==> src/rtl/accum_pkg.sv <==
// accum_pkg: shared state type and constants for accum_reader.
package accum_pkg;
  localparam int ACC_W = 32;
  localparam logic signed [ACC_W-1:0] INT8_MIN = -32'sd128;
  localparam logic signed [ACC_W-1:0] INT8_MAX = 32'sd127;
  typedef enum logic [2:0] {IDLE, ACCUM, READ, CAPT, DONE} state_e;
endpackage

==> src/rtl/result_fifo.sv <==
// result_fifo: synchronous FIFO with registered head; valid rises the cycle after a push.
module result_fifo #(
  parameter int DEPTH = 4,
  parameter int WIDTH = 32
) (
  input  logic             clk_i,
  input  logic             rst_i,
  input  logic             push_i,
  input  logic [WIDTH-1:0] data_i,
  input  logic             pop_i,
  output logic             full_o,
  output logic             valid_o,
  output logic [WIDTH-1:0] data_o
);
  localparam int AW = $clog2(DEPTH);
  logic [WIDTH-1:0] mem_q [DEPTH];
  logic [WIDTH-1:0] mem_d [DEPTH];
  logic [AW-1:0] wr_q, wr_d, rd_q, rd_d;
  logic [AW:0] cnt_q, cnt_d;
  logic do_push, do_pop;
  assign valid_o = cnt_q != '0;
  assign full_o  = cnt_q == (AW+1)'(DEPTH);
  assign data_o  = valid_o ? mem_q[rd_q] : '0;
  always_comb begin
    mem_d   = mem_q;
    wr_d    = wr_q;
    rd_d    = rd_q;
    do_pop  = pop_i && valid_o;
    do_push = push_i && (!full_o || do_pop);
    if (do_push) begin
      mem_d[wr_q] = data_i;
      wr_d = wr_q + 1'b1;
    end
    if (do_pop) rd_d = rd_q + 1'b1;
    cnt_d = cnt_q + (AW+1)'(do_push) - (AW+1)'(do_pop);
  end
  always_ff @(posedge clk_i) begin
    if (rst_i) begin
      mem_q <= '{default: '0};
      wr_q  <= '0;
      rd_q  <= '0;
      cnt_q <= '0;
    end else begin
      mem_q <= mem_d;
      wr_q  <= wr_d;
      rd_q  <= rd_d;
      cnt_q <= cnt_d;
    end
  end
endmodule

==> src/rtl/accum_reader.sv <==
// accum_reader: sequences psums into the accumulator, reads each output into a result FIFO.
// Optional ACCUM_READER_CLAMP_EN clamps captured results to signed int8 range.
module accum_reader
  import accum_pkg::*;
#(
  parameter int FIFO_DEPTH = 4,
  parameter int CNT_W      = 8
) (
  input  logic             clk_i,
  input  logic             rst_i,
  input  logic             start_i,
  input  logic [CNT_W-1:0] num_psum_i,
  input  logic [CNT_W-1:0] num_out_i,
  input  logic             psum_valid_i,
  input  logic [31:0]      psum_i,
  output logic             psum_ready_o,
  output logic             acc_write_en_o,
  output logic [31:0]      acc_data_o,
  output logic             acc_read_en_o,
  input  logic [31:0]      acc_data_i,
  output logic             res_valid_o,
  output logic [31:0]      res_data_o,
  input  logic             res_ready_i,
  output logic             busy_o,
  output logic             done_o
);
  state_e state_q, state_d;
  logic [CNT_W-1:0] psum_cnt_q, psum_cnt_d, out_cnt_q, out_cnt_d;
  logic [CNT_W-1:0] num_psum_q, num_psum_d, num_out_q, num_out_d;
  logic [CNT_W-1:0] psum_inc, out_inc;
  logic [ACC_W-1:0] push_data;
  logic push, fifo_full;
  assign psum_inc       = psum_cnt_q + 1'b1;
  assign out_inc        = out_cnt_q + 1'b1;
  assign acc_write_en_o = psum_valid_i & psum_ready_o;
  assign acc_data_o     = psum_ready_o ? psum_i : '0;
  assign busy_o         = state_q != IDLE;
`ifdef ACCUM_READER_CLAMP_EN
  assign push_data = ($signed(acc_data_i) < INT8_MIN) ? INT8_MIN :
                     ($signed(acc_data_i) > INT8_MAX) ? INT8_MAX : acc_data_i;
`else
  assign push_data = acc_data_i;
`endif
  always_comb begin
    state_d       = state_q;
    psum_cnt_d    = psum_cnt_q;
    out_cnt_d     = out_cnt_q;
    num_psum_d    = num_psum_q;
    num_out_d     = num_out_q;
    psum_ready_o  = 1'b0;
    acc_read_en_o = 1'b0;
    push          = 1'b0;
    done_o        = 1'b0;
    case (state_q)
      IDLE: if (start_i) begin
        num_psum_d = (num_psum_i == '0) ? CNT_W'(1) : num_psum_i;
        num_out_d  = num_out_i;
        psum_cnt_d = '0;
        out_cnt_d  = '0;
        state_d    = (num_out_i == '0) ? DONE : ACCUM;
      end
      ACCUM: begin
        psum_ready_o = 1'b1;
        if (psum_valid_i) begin
          psum_cnt_d = psum_inc;
          if (psum_inc == num_psum_q) state_d = READ;
        end
      end
      READ: if (!fifo_full) begin
        acc_read_en_o = 1'b1;
        state_d       = CAPT;
      end
      CAPT: begin
        push       = 1'b1;
        out_cnt_d  = out_inc;
        psum_cnt_d = '0;
        state_d    = (out_inc == num_out_q) ? DONE : ACCUM;
      end
      DONE: begin
        done_o  = 1'b1;
        state_d = IDLE;
      end
      default: state_d = IDLE;
    endcase
  end
  always_ff @(posedge clk_i) begin
    if (rst_i) begin
      state_q    <= IDLE;
      psum_cnt_q <= '0;
      out_cnt_q  <= '0;
      num_psum_q <= '0;
      num_out_q  <= '0;
    end else begin
      state_q    <= state_d;
      psum_cnt_q <= psum_cnt_d;
      out_cnt_q  <= out_cnt_d;
      num_psum_q <= num_psum_d;
      num_out_q  <= num_out_d;
    end
  end
  result_fifo #(.DEPTH(FIFO_DEPTH), .WIDTH(ACC_W)) u_fifo (
    .clk_i  (clk_i),
    .rst_i  (rst_i),
    .push_i (push),
    .data_i (push_data),
    .pop_i  (res_ready_i),
    .full_o (fifo_full),
    .valid_o(res_valid_o),
    .data_o (res_data_o)
  );
endmodule

==> config.mk <==
export PLATFORM = sky130hd
export DESIGN_NAME = accum_reader
export DESIGN_NICKNAME = d
export VERILOG_FILES = /design/src/rtl/accum_pkg.sv /design/src/rtl/result_fifo.sv /design/src/rtl/accum_reader.sv
export SDC_FILE = /design/constraint.sdc
export NUM_CORES = 1
export LEC_CHECK = 0
export CAP_MARGIN = 20
export CORE_MARGIN = 5
export CORE_UTILIZATION = 47
export DETAILED_ROUTE_END_ITERATION = 10
export PLACE_DENSITY = 0.72
export SLEW_MARGIN = 20
export SYNTH_ARGS = -nofsm -noshare
export SYNTH_HDL_FRONTEND = slang
export SYNTH_SLANG_ARGS = --single-unit
==> constraint.sdc <==
create_clock -name clk_i -period 2.15 [get_ports clk_i]
set_clock_uncertainty 0.05 [all_clocks]
set_input_delay 0.43 -clock clk_i [delete_from_list [all_inputs] [get_ports clk_i]]
set_output_delay 0.43 -clock clk_i [all_outputs]
set_load 0.01 [all_outputs]
Word-level counts from Yosys, hierarchy flattened --
Cells that the tools add are included.
Operators by class: reductions and logical operators 16, add/sub/neg operators 6, mux-type cells 25, equal/unequal tests 11, order comparisons 3, bitwise gates (word level) 3
Operators with widths (number):
- 32-bit 2-to-1 mux | 5
- 128-bit bitwise mux | 1
- 32-bit binary-select mux with 2-bit select | 1
- 32-bit demux with 2-bit select | 1
- 8-bit 2-to-1 mux | 3
- 8-bit one-hot mux with 3 select lines | 1
- 3-bit 2-to-1 mux | 6
- 8-bit by 1-bit adder with 8-bit output, second input constant | 2
- 8-bit == test | 2
- 8-bit logical NOT | 2
- 8-bit one-hot mux with 2 select lines | 1
- 3-bit one-hot mux with 4 select lines | 1
- 3-bit nonzero test | 3
- 2-bit inequality test, second input constant | 4
- 3-bit by 2-bit == test with 1-bit output, second input constant | 2
- 3-bit == test, second input constant | 2
- 3-bit >= comparator, second input constant | 2
- 2-bit NOT with 3-bit output | 2
- 1-bit 2-to-1 mux | 5
- 2-bit by 1-bit adder with 2-bit output, second input constant | 2
- 2-bit AND reduction | 2
- 4-bit AND reduction | 1
- 3-bit by 1-bit adder with 3-bit output | 1
- 3-bit by 1-bit == test with 1-bit output, second input constant | 1
- other kinds (9) | 11
Word-level totals: flip-flop bits (word level) 170, input bits 85, logic and storage cells 76

Depth between registers and ports, before layout --
depth after elaboration 6, mapped depth 10, gate-level depth less buffers 9

By module --
Synthesis repeated with hierarchy kept, for this count alone.
Second synthesis, totals: cell total of the unflattened synthesis 874, area total of the unflattened synthesis 8674.6 um2
Modules (own cells, without submodules):
- result_fifo | sequential area each 2702.6 um2, area each 6465.0 um2, times used 1, cells each 570
- accum_reader | sequential area each 700.7 um2, area each 2209.6 um2, times used 1, cells each 304

Worst setup path after synthesis --
No wires, ideal clock.
path type register -> register, start register u_fifo.cnt_q[0], end register u_fifo.cnt_q[2], buffers on the path 0, setup slack -159 ps, arrival time 2131 ps, stages on the path, launching flop included 10, library setup time 128 ps, path through dfxtp_1 -> or3_1 -> and2_1 -> ha_1 -> inv_1 -> ha_1 -> fa_1 -> xnor2_1 -> xnor2_1 -> nor2_1
On the way: word-level cells in the longest chain between the ends 6, elaborated cells on any way between the ends 8
RTL lines:
- start, declared | line result_fifo.sv:19 | logic [AW:0] cnt_q, cnt_d;
- start signal, assigned | line result_fifo.sv:47 | cnt_q <= cnt_d;
- 3-bit nonzero test * | line result_fifo.sv:21 | assign valid_o = cnt_q != '0;
- 1-bit logical AND * | line result_fifo.sv:28 | do_pop = pop_i && valid_o;
- net u_fifo.do_pop | line result_fifo.sv:20 | logic do_push, do_pop;
- 1-bit logical OR | line result_fifo.sv:29 | do_push = push_i && (!full_o || do_pop);
- 1-bit logical AND | line result_fifo.sv:29
- 3-bit by 1-bit adder with 3-bit output | line result_fifo.sv:35 | cnt_d = cnt_q + (AW+1)'(do_push) - (AW+1)'(do_pop);
- 3-bit by 1-bit subtractor with 3-bit output * | line result_fifo.sv:35
Mark *: on every way through the listed nets, which the timed path passes. The rest lies on a longest branch. A chain may end at the register's enable or synchronous reset.

Final worst setup path --
start register u_fifo.rd_q[0], end output res_data_o[1]
On the way: word-level cells in the longest chain between the ends 5
RTL lines:
- start, declared | line result_fifo.sv:18 | logic [AW-1:0] wr_q, wr_d, rd_q, rd_d;
- start signal, assigned | line result_fifo.sv:46 | rd_q <= rd_d;
- 2-bit NOT with 3-bit output (implied by the code) | line result_fifo.sv:23 | assign data_o = valid_o ? mem_q[rd_q] : '0;
- 32-bit binary-select mux with 2-bit select | line result_fifo.sv:23
- 32-bit 2-to-1 mux (implied by the code) (2 in series) | line result_fifo.sv:23
- 32-bit 2-to-1 mux | line result_fifo.sv:23
- end, declared | line accum_reader.sv:22 | output logic [31:0] res_data_o,
Every way passes these cells. The select of a mux whose other input is x is not followed.

==> impl_metrics.csv <==
group,metric,value,unit
floorplan,initial_utilization,47.8,%
synth,synth_area_leaders,"dfxtp_1 43%, nand2_1 14%, a21oi_1 10%",
global_route,grt_usage,21.7,%
clocking,cts_tree,"yes",
setup_path,r2r_setup_slack,0.01,ns
min_path,hp-class,"in -> reg",
setup_path,path_cells,"buf_12 > buf_12 > mux4_2 > and2_1 > buf_2",
floorplan,boundaryPins,155,
clocking,clk_latency,0.42,ns
setup_path,worstPathMaxFanout,6,
setup_path,rr_endpoint,"u_fifo.cnt_q[2]$_SDFF_PP0_",
detailed_routing,postRouteAntennaNets,0,
setup_path,path_buf_inv,3,
synth,syn_avg_cell_area,8.13,um2
setup_path,crit_path_start,"u_fifo.rd_q[0]$_SDFFE_PP0P_",
detailed_routing,avgViaCountPerCell,5.36,
timing,period_share,109,%
floorplan,num_rows,47,
global_route,antenna_found_initial,0,
setup_path,start_kind,"register",
layout,regArea,3410,um2
global_route,grt_use_met1,25.2,%
layout,area_growth,34.6,%
clocking,cts.clk_slew.worst_paths,0.06,ns
synth,synthFlopType,"dfxtp_1",
timing,final.setup.worst_slack,-0.188,ns
global_route,grt_pass1_vias,7297,
setup_path,crit-reg2reg-launch,"u_fifo.cnt_q[2]$_SDFF_PP0_",
timing,fin_crit,2.34,ns
floorplan,dieArea,19600,um2
synth,yosys.area.top_type_share,42.9,%
pwr,peakVddDrop,0.628,mV
synth,synth_edf_count,0,
setup_path,worstSetupPathType,"reg -> out",
synth,yosysSeqAreaShare,42.9,%
setup_path,cp.depth,5,
placed_design,gp_congestion,0.855,
placed_design,post_dp_cell_area,10000,um2
clocking,cts-root-buf,"clkbuf_16",
synth,syn_inst,975,
outcome,violations,"negative setup slack",
global_route,busiest_layer,"met2",
synth,syn_nets,1069,
global_route,grt_max_degree,89,
detailed_routing,dr.pass1.iters,5,
placed_design,dp_slack,-0.257,ns
detailed_routing,vias,7365,
floorplan,fp.coreArea,16600,um2
setup_path,critPathTopFamily,"multiplexers",
global_route,gr-usage-met3,6.17,%
setup_path,r2r_cells,9,
synth,yosysTopAreaCell,"dfxtp_1",
clocking,cts_hold_buffers,0,
synth,synth_cell_types,52,
setup_path,crit_path_max_incr_delay,0.49,ns
layout,multiInputGateArea,4290,um2
clocking,htree_levels,4,
timing,max_freq,428,MHz
timing,finalSetupViolCount,32,
synth,synth_commonest_cells,"305 x nand2_1, 170 x dfxtp_1, 162 x a21oi_1",
global_route,grt-ovfl-total,0,
setup_path,crit_top_cell,"buf_12",
detailed_routing,routedWlPerCell,15.5,um
layout,drive_above_1_share,20.8,%
clocking,clock-sinks,170,
setup_path,cp_data_required_time,1.67,ns
layout,fillers,1413,
pwr,powerDensity,828,nW/um2
pwr,fin_total_pwr,8.84,mW
layout,fin_area,10700,um2
synth,async_reset_ff_share,0,%
setup_path,crit_arrival,1.86,ns
setup_path,critPathSlowestCell,"mux4_2",
synth,yosys_warnings,0,
detailed_routing,wirelength,21.3,mm
global_route,grt_pass1_wl,34.8,mm
global_route,grt.met2_usage,38.5,%
synth,synth-seq-cells,170,
setup_path,critPathCapture,"res_data_o[1]",
synth,synth_area,7930,um2
placed_design,io_buffers,154,
timing,maxSlewHeadroom,63.0,%
timing,worstMarginPinSlew,0.553,ns
floorplan,die_y,140,um
detailed_routing,drc,0,
clocking,clk_path_buf_depth,2,
detailed_routing,drtIter0Drc,392,
outcome,status,"finished, violations left",
floorplan,die_w,140,um
timing,hold_viol,0,
flow_run,maxCapViolCount,0,
placed_design,post-dp-hpwl,14.0,mm
clocking,cts_buffers,17,
synth,synth_most_common_cell,"nand2_1",
pwr,p_leak,3.94,nW
layout,n_antenna_cell,0,
layout,nets,1235,
timing,rsz0062_at_grt,"true",
timing,drv_slew,0,
setup_path,endpoint_kind,"primary output",
[repair_timing]
action | in CTS | in global routing
pin swaps | 28 | 1
resized for setup | 222 | 80
setup buffers | 9 | 1
cloned | 2 | 0
setup endpoints to repair | 71 | 68
[sequential cells by signal, indices dropped and copies added, names as in the netlist]
signal,cells
psum_cnt_q,8
u_fifo.cnt_q,3
state_q,3
u_fifo.rd_q,2
num_psum_q,8
u_fifo.wr_q,2
out_cnt_q,8
u_fifo.mem_q,128
num_out_q,8
[area by class of cell]
cell class	count	area share, %
clock buffer	19	4.24
timing repair buffer	218	19.0
clock inverter	13	1.54
inverter	11	0.387
tap	220	2.58
sequential	170	32.0
multi-input combinational	723	40.2
[cells by family (layout without fill, tap and decap cells)]
family	after synthesis	after routing	synth area share, %
DFF	170	170	42.9
muxes	33	33	9.21
AOI/OAI and AO/OA	199	199	13.3
xor gates and xnor gates	24	24	2.89
and+or+nand+nor	458	458	25.7
buffers and inverters	82	261	4.45
adders and majority gates	9	9	1.51
[where the power goes]
group / leakage, nW / internal, mW / switching (mW)
sequential: 1.37 / 3.25 / 0.0815
clock: 0.288 / 1.90 / 1.29
combinational: 2.28 / 1.18 / 1.15
[how the worst min path moves through the flow]
stage,endpoint,startpoint,cells after the start
global route,num_out_q[2]$_SDFFE_PP0P_,rst_i,2
detailed placement,u_fifo.mem_q[50]$_SDFFE_PP0P_,u_fifo.mem_q[50]$_SDFFE_PP0P_,2
CTS,num_out_q[3]$_SDFFE_PP0P_,rst_i,2
finish,num_out_q[3]$_SDFFE_PP0P_,rst_i,2
floorplan,u_fifo.mem_q[32]$_SDFFE_PP0P_,u_fifo.mem_q[32]$_SDFFE_PP0P_,2
global placement,u_fifo.mem_q[50]$_SDFFE_PP0P_,u_fifo.mem_q[50]$_SDFFE_PP0P_,2
[per-layer routing]
| metal | wire length (um) | share of wire [%] |
|---|---|---|
| met1 | 8640 | 41 |
| met2 | 11100 | 52 |
| met3 | 1250 | 5.9 |
| met4 | 289 | 1.4 |
| met5 | 0 | 0 |
[metrics by stage]
stage | instances | utilization [%] | TNS [ns] | hold WS, ns
2_1_floorplan | 975 | - | -0.0364 | 0.383
3_3_place_gp | 1334 | 60.5 | -2.48 | 0.389
3_5_place_dp | 1334 | 60.5 | -2.68 | 0.393
4_1_cts | 1377 | 65.0 | -5.94 | 0.240
5_1_grt | 1374 | 64.3 | -5.84 | 0.254
6_report | 1374 | 64.3 | -3.78 | 0.255
[layout by cell type, fill, tap and decap left out, types with 8 or more instances in the layout]
master / n
buf_2: 13
inv_1: 8
o21ai_0: 9
xnor2_1: 13
a21oi_1: 162
xor2_1: 9
nand2_1: 305
buf_4: 46
buf_6: 25
dfxtp_1: 165
clkbuf_16: 17
o21ai_1: 8
clkbuf_2: 30
nand3_1: 11
clkdlybuf4s50_1: 83
buf_12: 13
nor2_1: 32
and2_4: 23
mux4_2: 32
and2_1: 50
No activity file was read; power rests on OpenSTA's default activity.
